<file path="src/rtl/m68k_bus_target.sv">
//------------------------------------------------------------------------------
// m68k_bus_target : oversampling 68000 bus responder with req/ack backend port
// Revision        : 1.0  initial release
//------------------------------------------------------------------------------
`default_nettype none

module m68k_bus_target #(
  parameter logic [23:0] BASE        = 24'hE80000,
  parameter logic [23:0] MASK        = 24'hFF0000,
  parameter int          WAIT_STATES = 0,
  parameter int          TIMEOUT     = 255
) (
  input  logic        c200m,
  input  logic        rst,
  input  logic [22:0] M68K_A,
  input  logic        M68K_AS_n,
  input  logic        M68K_UDS_n,
  input  logic        M68K_LDS_n,
  input  logic        M68K_RW,
  input  logic [15:0] M68K_D_IN,
  output logic [15:0] M68K_D_OUT,
  output logic        M68K_D_OE,
  output logic        M68K_DTACK_n,
  output logic        M68K_BERR_n,
  output logic        be_req,
  output logic        be_we,
  output logic [22:0] be_addr,
  output logic [1:0]  be_be,
  output logic [15:0] be_wdata,
  input  logic        be_ack,
  input  logic [15:0] be_rdata,
  output logic        busy
);

  localparam logic [7:0]  TO_LAST  = 8'(TIMEOUT - 1);
  localparam logic [3:0]  WS_LAST  = 4'(WAIT_STATES - 1);
  localparam logic [23:0] CMP_MASK = MASK & 24'hFFFFFE;

  typedef enum logic [2:0] {
    S_IDLE, S_WAITDS, S_ACCESS, S_WAIT, S_ACK, S_ERR, S_DRAIN
  } state_t;

  state_t state, state_nx;

  logic        as_s1, as_s2, as_s3;
  logic        uds_s1, uds_s2, lds_s1, lds_s2, rw_s1, rw_s2;
  logic [22:0] a_s1, a_s2;
  logic [15:0] din_s1, din_s2;

  logic [7:0]  tcnt;
  logic [3:0]  wcnt;
  logic        aborted;

  logic as_fall, as_rise, hit, timed_out;
  logic latch_cyc, start_req, take_data, drop_req;

  // Bus pins are asynchronous to c200m; idle bus is all ones.
  always_ff @(posedge c200m) begin
    if (rst) begin
      as_s1 <= 1'b1; as_s2 <= 1'b1; as_s3 <= 1'b1;
      uds_s1 <= 1'b1; uds_s2 <= 1'b1;
      lds_s1 <= 1'b1; lds_s2 <= 1'b1;
      rw_s1 <= 1'b1; rw_s2 <= 1'b1;
      a_s1 <= '1; a_s2 <= '1;
      din_s1 <= '1; din_s2 <= '1;
    end else begin
      as_s1 <= M68K_AS_n;   as_s2 <= as_s1;   as_s3 <= as_s2;
      uds_s1 <= M68K_UDS_n; uds_s2 <= uds_s1;
      lds_s1 <= M68K_LDS_n; lds_s2 <= lds_s1;
      rw_s1 <= M68K_RW;     rw_s2 <= rw_s1;
      a_s1 <= M68K_A;       a_s2 <= a_s1;
      din_s1 <= M68K_D_IN;  din_s2 <= din_s1;
    end
  end

  assign as_fall   = as_s3 & ~as_s2;
  assign as_rise   = ~as_s3 & as_s2;
  assign hit       = ((({a_s2, 1'b0}) ^ BASE) & CMP_MASK) == 24'd0;
  assign timed_out = (tcnt == TO_LAST);

  always_comb begin
    state_nx  = state;
    latch_cyc = 1'b0;
    start_req = 1'b0;
    take_data = 1'b0;
    drop_req  = 1'b0;
    case (state)
      S_IDLE: begin
        if (as_fall && hit) begin
          state_nx  = S_WAITDS;
          latch_cyc = 1'b1;
        end
      end
      S_WAITDS: begin
        if (as_rise) begin
          state_nx = S_IDLE;
        end else if (!uds_s2 || !lds_s2) begin
          state_nx  = S_ACCESS;
          start_req = 1'b1;
        end else if (timed_out) begin
          state_nx = S_ERR;
        end
      end
      S_ACCESS: begin
        // An ack in the timeout cycle still completes the cycle normally.
        if (be_ack) begin
          drop_req = 1'b1;
          if (aborted || as_rise) begin
            state_nx = S_IDLE;
          end else begin
            take_data = 1'b1;
            state_nx  = (WAIT_STATES > 0) ? S_WAIT : S_ACK;
          end
        end else if (timed_out) begin
          state_nx = S_ERR;
        end
      end
      S_WAIT: begin
        if (as_rise)               state_nx = S_IDLE;
        else if (wcnt == WS_LAST)  state_nx = S_ACK;
        else if (timed_out)        state_nx = S_ERR;
      end
      S_ACK: begin
        if (as_rise) state_nx = S_IDLE;
      end
      S_ERR: begin
        if (be_req && be_ack) drop_req = 1'b1;
        // A cycle aborted before the timeout has already seen its AS rise.
        if (as_rise || aborted)
          state_nx = (be_req && !be_ack) ? S_DRAIN : S_IDLE;
      end
      S_DRAIN: begin
        if (be_ack) begin
          drop_req = 1'b1;
          state_nx = S_IDLE;
        end
      end
      default: state_nx = S_IDLE;
    endcase
  end

  always_ff @(posedge c200m) begin
    if (rst) begin
      state        <= S_IDLE;
      tcnt         <= '0;
      wcnt         <= '0;
      aborted      <= 1'b0;
      be_req       <= 1'b0;
      be_we        <= 1'b0;
      be_addr      <= '0;
      be_be        <= '0;
      be_wdata     <= '0;
      M68K_D_OUT   <= '0;
      M68K_D_OE    <= 1'b0;
      M68K_DTACK_n <= 1'b1;
      M68K_BERR_n  <= 1'b1;
    end else begin
      state        <= state_nx;
      // Strobes drop in the same cycle the release is seen.
      M68K_DTACK_n <= !(state == S_ACK && !as_rise);
      M68K_D_OE    <= (state == S_ACK) && !as_rise && !be_we;
      M68K_BERR_n  <= (state_nx != S_ERR);

      if (latch_cyc) begin
        be_addr <= a_s2;
        be_we   <= ~rw_s2;
        tcnt    <= '0;
        aborted <= 1'b0;
      end else if (state inside {S_WAITDS, S_ACCESS, S_WAIT}) begin
        tcnt <= tcnt + 8'd1;
      end

      if (state == S_ACCESS && as_rise) aborted <= 1'b1;

      if (state == S_WAIT) wcnt <= wcnt + 4'd1;
      else                 wcnt <= '0;

      if (start_req) begin
        be_req   <= 1'b1;
        be_be    <= {~uds_s2, ~lds_s2};
        be_wdata <= din_s2;
      end
      if (drop_req)  be_req     <= 1'b0;
      if (take_data) M68K_D_OUT <= be_rdata;
    end
  end

  assign busy = (state != S_IDLE);

endmodule

`default_nettype wire
</file>
<file path="config.mk">
export PLATFORM = sky130hd
export DESIGN_NAME = m68k_bus_target
export DESIGN_NICKNAME = d
export VERILOG_FILES = /design/src/rtl/m68k_bus_target.sv
export SDC_FILE = /design/constraint.sdc
export NUM_CORES = 1
export LEC_CHECK = 0
export ABC_AREA = 1
export CAP_MARGIN = 25
export CORE_MARGIN = 2
export CORE_UTILIZATION = 40
export CTS_CLUSTER_DIAMETER = 60
export DETAILED_ROUTE_END_ITERATION = 8
export GPL_ROUTABILITY_DRIVEN = 0
export HOLD_SLACK_MARGIN = 0.03
export PLACE_DENSITY_LB_ADDON = 0.08
export SETUP_SLACK_MARGIN = 0.02
export SYNTH_ARGS = -nofsm -noshare
export SYNTH_HDL_FRONTEND = slang
export SYNTH_SLANG_ARGS = --single-unit
</file>
<file path="constraint.sdc">
create_clock -name c200m -period 1.72 [get_ports c200m]
set_input_delay 0.344 -clock c200m [delete_from_list [all_inputs] [get_ports c200m]]
set_output_delay 0.344 -clock c200m [all_outputs]
set_load 0.1 [all_outputs]
</file>
==> impl_metrics.py, run 1 <==
metrics = {
    "outcome": {
        "outcome": "finished, final reports clean",
    },
    "grt": {
        "overflow": 0,
        "grt_usage": 0.160,
        "grt_max_degree": 57,
        "antenna_found_initial": 0,
        "grt_pass1_wl_um": 17900,
        "grt_pass1_vias": 3770,
    },
    "sta": {
        "hold_violations": 0,
        "fin_hold_ws_ps": 259,
        "fin_ws_ps": 142,
        "setup_tns_ps": 0,
        "fmax_mhz": 634,
        "worstMarginPinSlew_ps": 404,
        "finClkSkew_ps": 5.22,
        "slew-limit-headroom": 0.730,
        "period_needed_ps": 1580,
        "drv_slew": 0,
        "finalCritPeriodShare": 0.918,
        "rsz0062_at_grt": "no",
        "final-setup-viol-count": 0,
    },
    "place": {
        "portBuffers": 124,
        "post-place-ws_ps": 76.6,
        "hpwlAfterDp_um": 7500,
        "dp_cells": 870,
    },
    "cts": {
        "cts_buffer_depth": 2,
        "cts_inserted_buffers": 17,
        "clock-root-buffer": "clkbuf_16",
        "clkSlewWorstSetupHoldPaths_ps": 60,
        "cts_tree": "built",
        "cts_max_level": 4,
        "insertion_delay_ps": 410,
        "clkSinkCount": 165,
    },
    "die": {
        "start_util": 0.409,
        "dieArea_um2": 14400,
        "die_y_um": 120,
        "core_um2": 13200,
        "die_w_um": 120,
        "io_pins": 125,
        "num_rows": 42,
    },
    "finish": {
        "syn2layout_area_growth_pct": 49.5,
        "layout-drive-gt1-share": 0.290,
        "fin_nets": 780,
        "mostFrequentLayoutCells": "164 x dfxtp_1, 128 x nor2_1, 87 x or2_2",
        "final_common_cell": "dfxtp_1",
        "nFillCells": 1111,
        "diodes": 0,
        "instances_no_fill": 904,
    },
    "drt": {
        "postRouteAntennaNets": 0,
        "drt_pass1_iterations": 4,
        "via_count": 3956,
        "viasPerCell": 4.38,
        "wl_per_cell_um": 12.1,
        "drt_iter0_markers": 239,
        "wirelength_um": 11000,
        "route.detailed.drc": 0,
    },
    "worst_hold_path": {
        "hp-class": "primary input to flop",
    },
    "setup_path": {
        "start_kind": "flop",
        "cp-end-kind": "output pin",
        "crit_required_ps": 1380,
        "arrival_ps": 1230,
        "path_class": "flop to output pin",
        "crit_path_max_fanout": 6,
    },
    "power": {
        "leakagePower_nw": 3.29,
        "p_per_area_nw_per_um2": 1010,
        "peakVddDrop_uv": 655,
    },
    "synthesis": {
        "synth_top_area_frac": 0.612,
        "synthCells": 586,
        "synth.net_count": 651,
        "synth_cell_types": 31,
        "syn-cell-area_um2": 5400,
        "syn_area_per_cell_um2": 9.21,
        "synth_area_leaders": "dfxtp_1 61%, or2_2 10%, nor2_1 8.9%",
        "yosys_warnings": 0,
        "synth.largest_area_cell": "dfxtp_1",
        "ys_seq_area_frac": 0.612,
        "postSynthRegisterBits": 165,
    },
    "job": {
        "cap_viol_max_count": 0,
    },
}
==> worst max-delay path, cell delays in order, from the launching register on <==
cell and delay [ps]:
dfxtp_1 490, nor2_4 50, nand2_1 110, buf_12 180
==> path summary, 6_finish.rpt <==
kind | startpoint | endpoint | slack (ps) | cells after the start
max | state[0] | busy | 140 | 3
min | rst | state[2] | 260 | 2
max reg2reg | state[0] | be_be[1] | 170 | 6
min reg2reg | rw_s2 | be_we | 400 | 1
==> per-stage QoR <==
| stage | utilization | cell area (um2) | power, mW |
|---|---|---|---|
| finish | 0.612 | 8070 | 8.13 |
| global route | 0.612 | 8070 | 8.43 |
| CTS | 0.611 | 8060 | 8.22 |
| detailed placement | 0.563 | 7430 | 4.32 |
| global placement | 0.563 | 7430 | 4.31 |
| floorplan | - | 5400 | 4.14 |
==> flip-flops by register name, summed over array words and instances, names as in the netlist, 8 cells and up <==
register / flops
be_addr: 23
a_s2: 23
tcnt: 8
M68K_D_OUT: 16
din_s1: 16
a_s1: 23
din_s2: 16
be_wdata: 16
==> logic make-up after synthesis <==
logic type / count (synthesis) / synth area share
and+or+nand+nor: 293 / 0.268
DFF: 165 / 0.612
AOI/OAI and AO/OA: 64 / 0.0612
buffers and inverters: 59 / 0.0491
adders and majority gates: 3 / 0.00695
xor gates and xnor gates: 2 / 0.00325
==> report_power, final <==
group	switching, mW	internal (mW)	leakage [nW]	total (mW)
clock network	1.47	2.44	0.299	3.90
logic	0.103	0.194	1.64	0.297
registers	0.0184	3.91	1.35	3.93
total	1.59	6.54	3.29	8.13
==> Yosys cell counts (all sizes together) <==
cell,number
nor3,5
nand4,9
nand3,16
xor2,1
inv,34
nand2,39
or2,88
o21ai,52
dfxtp,165
ha,3
clkbuf,15
o31ai,1
a21oi,11
nor3b,1
buf,10
xnor2,1
nor2,135
==> what timing repair did <==
| item | in CTS | in global routing |
|---|---|---|
| setup endpoints to repair | 1 | 1 |
| buffers inserted | 1 | 1 |
| hold buffers | 0 | 0 |
| pin swaps | 1 | 0 |
| resized for setup | 2 | 2 |
==> area by class of cell <==
| class | instances | area (um2) | area share |
|---|---|---|---|
| Inverter | 34 | 130 | 0.0161 |
| Tap cell | 176 | 220 | 0.0273 |
| Multi-Input combinational cell | 362 | 1840 | 0.227 |
| Clock inverter | 12 | 178 | 0.0220 |
| Clock buffer | 20 | 437 | 0.0541 |
| Sequential cell | 165 | 3310 | 0.410 |
| Timing Repair Buffer | 135 | 1970 | 0.243 |
==> metal layers <==
layer | global-route usage | vias up | share of wire
met3 | 0.0439 | 8 | 0.048
met2 | 0.263 | 86 | 0.51
met4 | 0.0735 | 0 | 0.011
met5 | 0 | - | 0
li1 | - | 2090 | -
met1 | 0.195 | 1772 | 0.43
Note: power is estimated with default switching activity, not from simulation.
==> run 2: changes to the inputs <==
--- a/config.mk
+++ b/config.mk
@@ -18,3 +18,4 @@
 export SYNTH_ARGS = -nofsm -noshare
 export SYNTH_HDL_FRONTEND = slang
 export SYNTH_SLANG_ARGS = --single-unit
+export TNS_END_PERCENT = 30
==> results of run 2 <==
The final DEF is identical to that of run 1; final timing and power are the same.
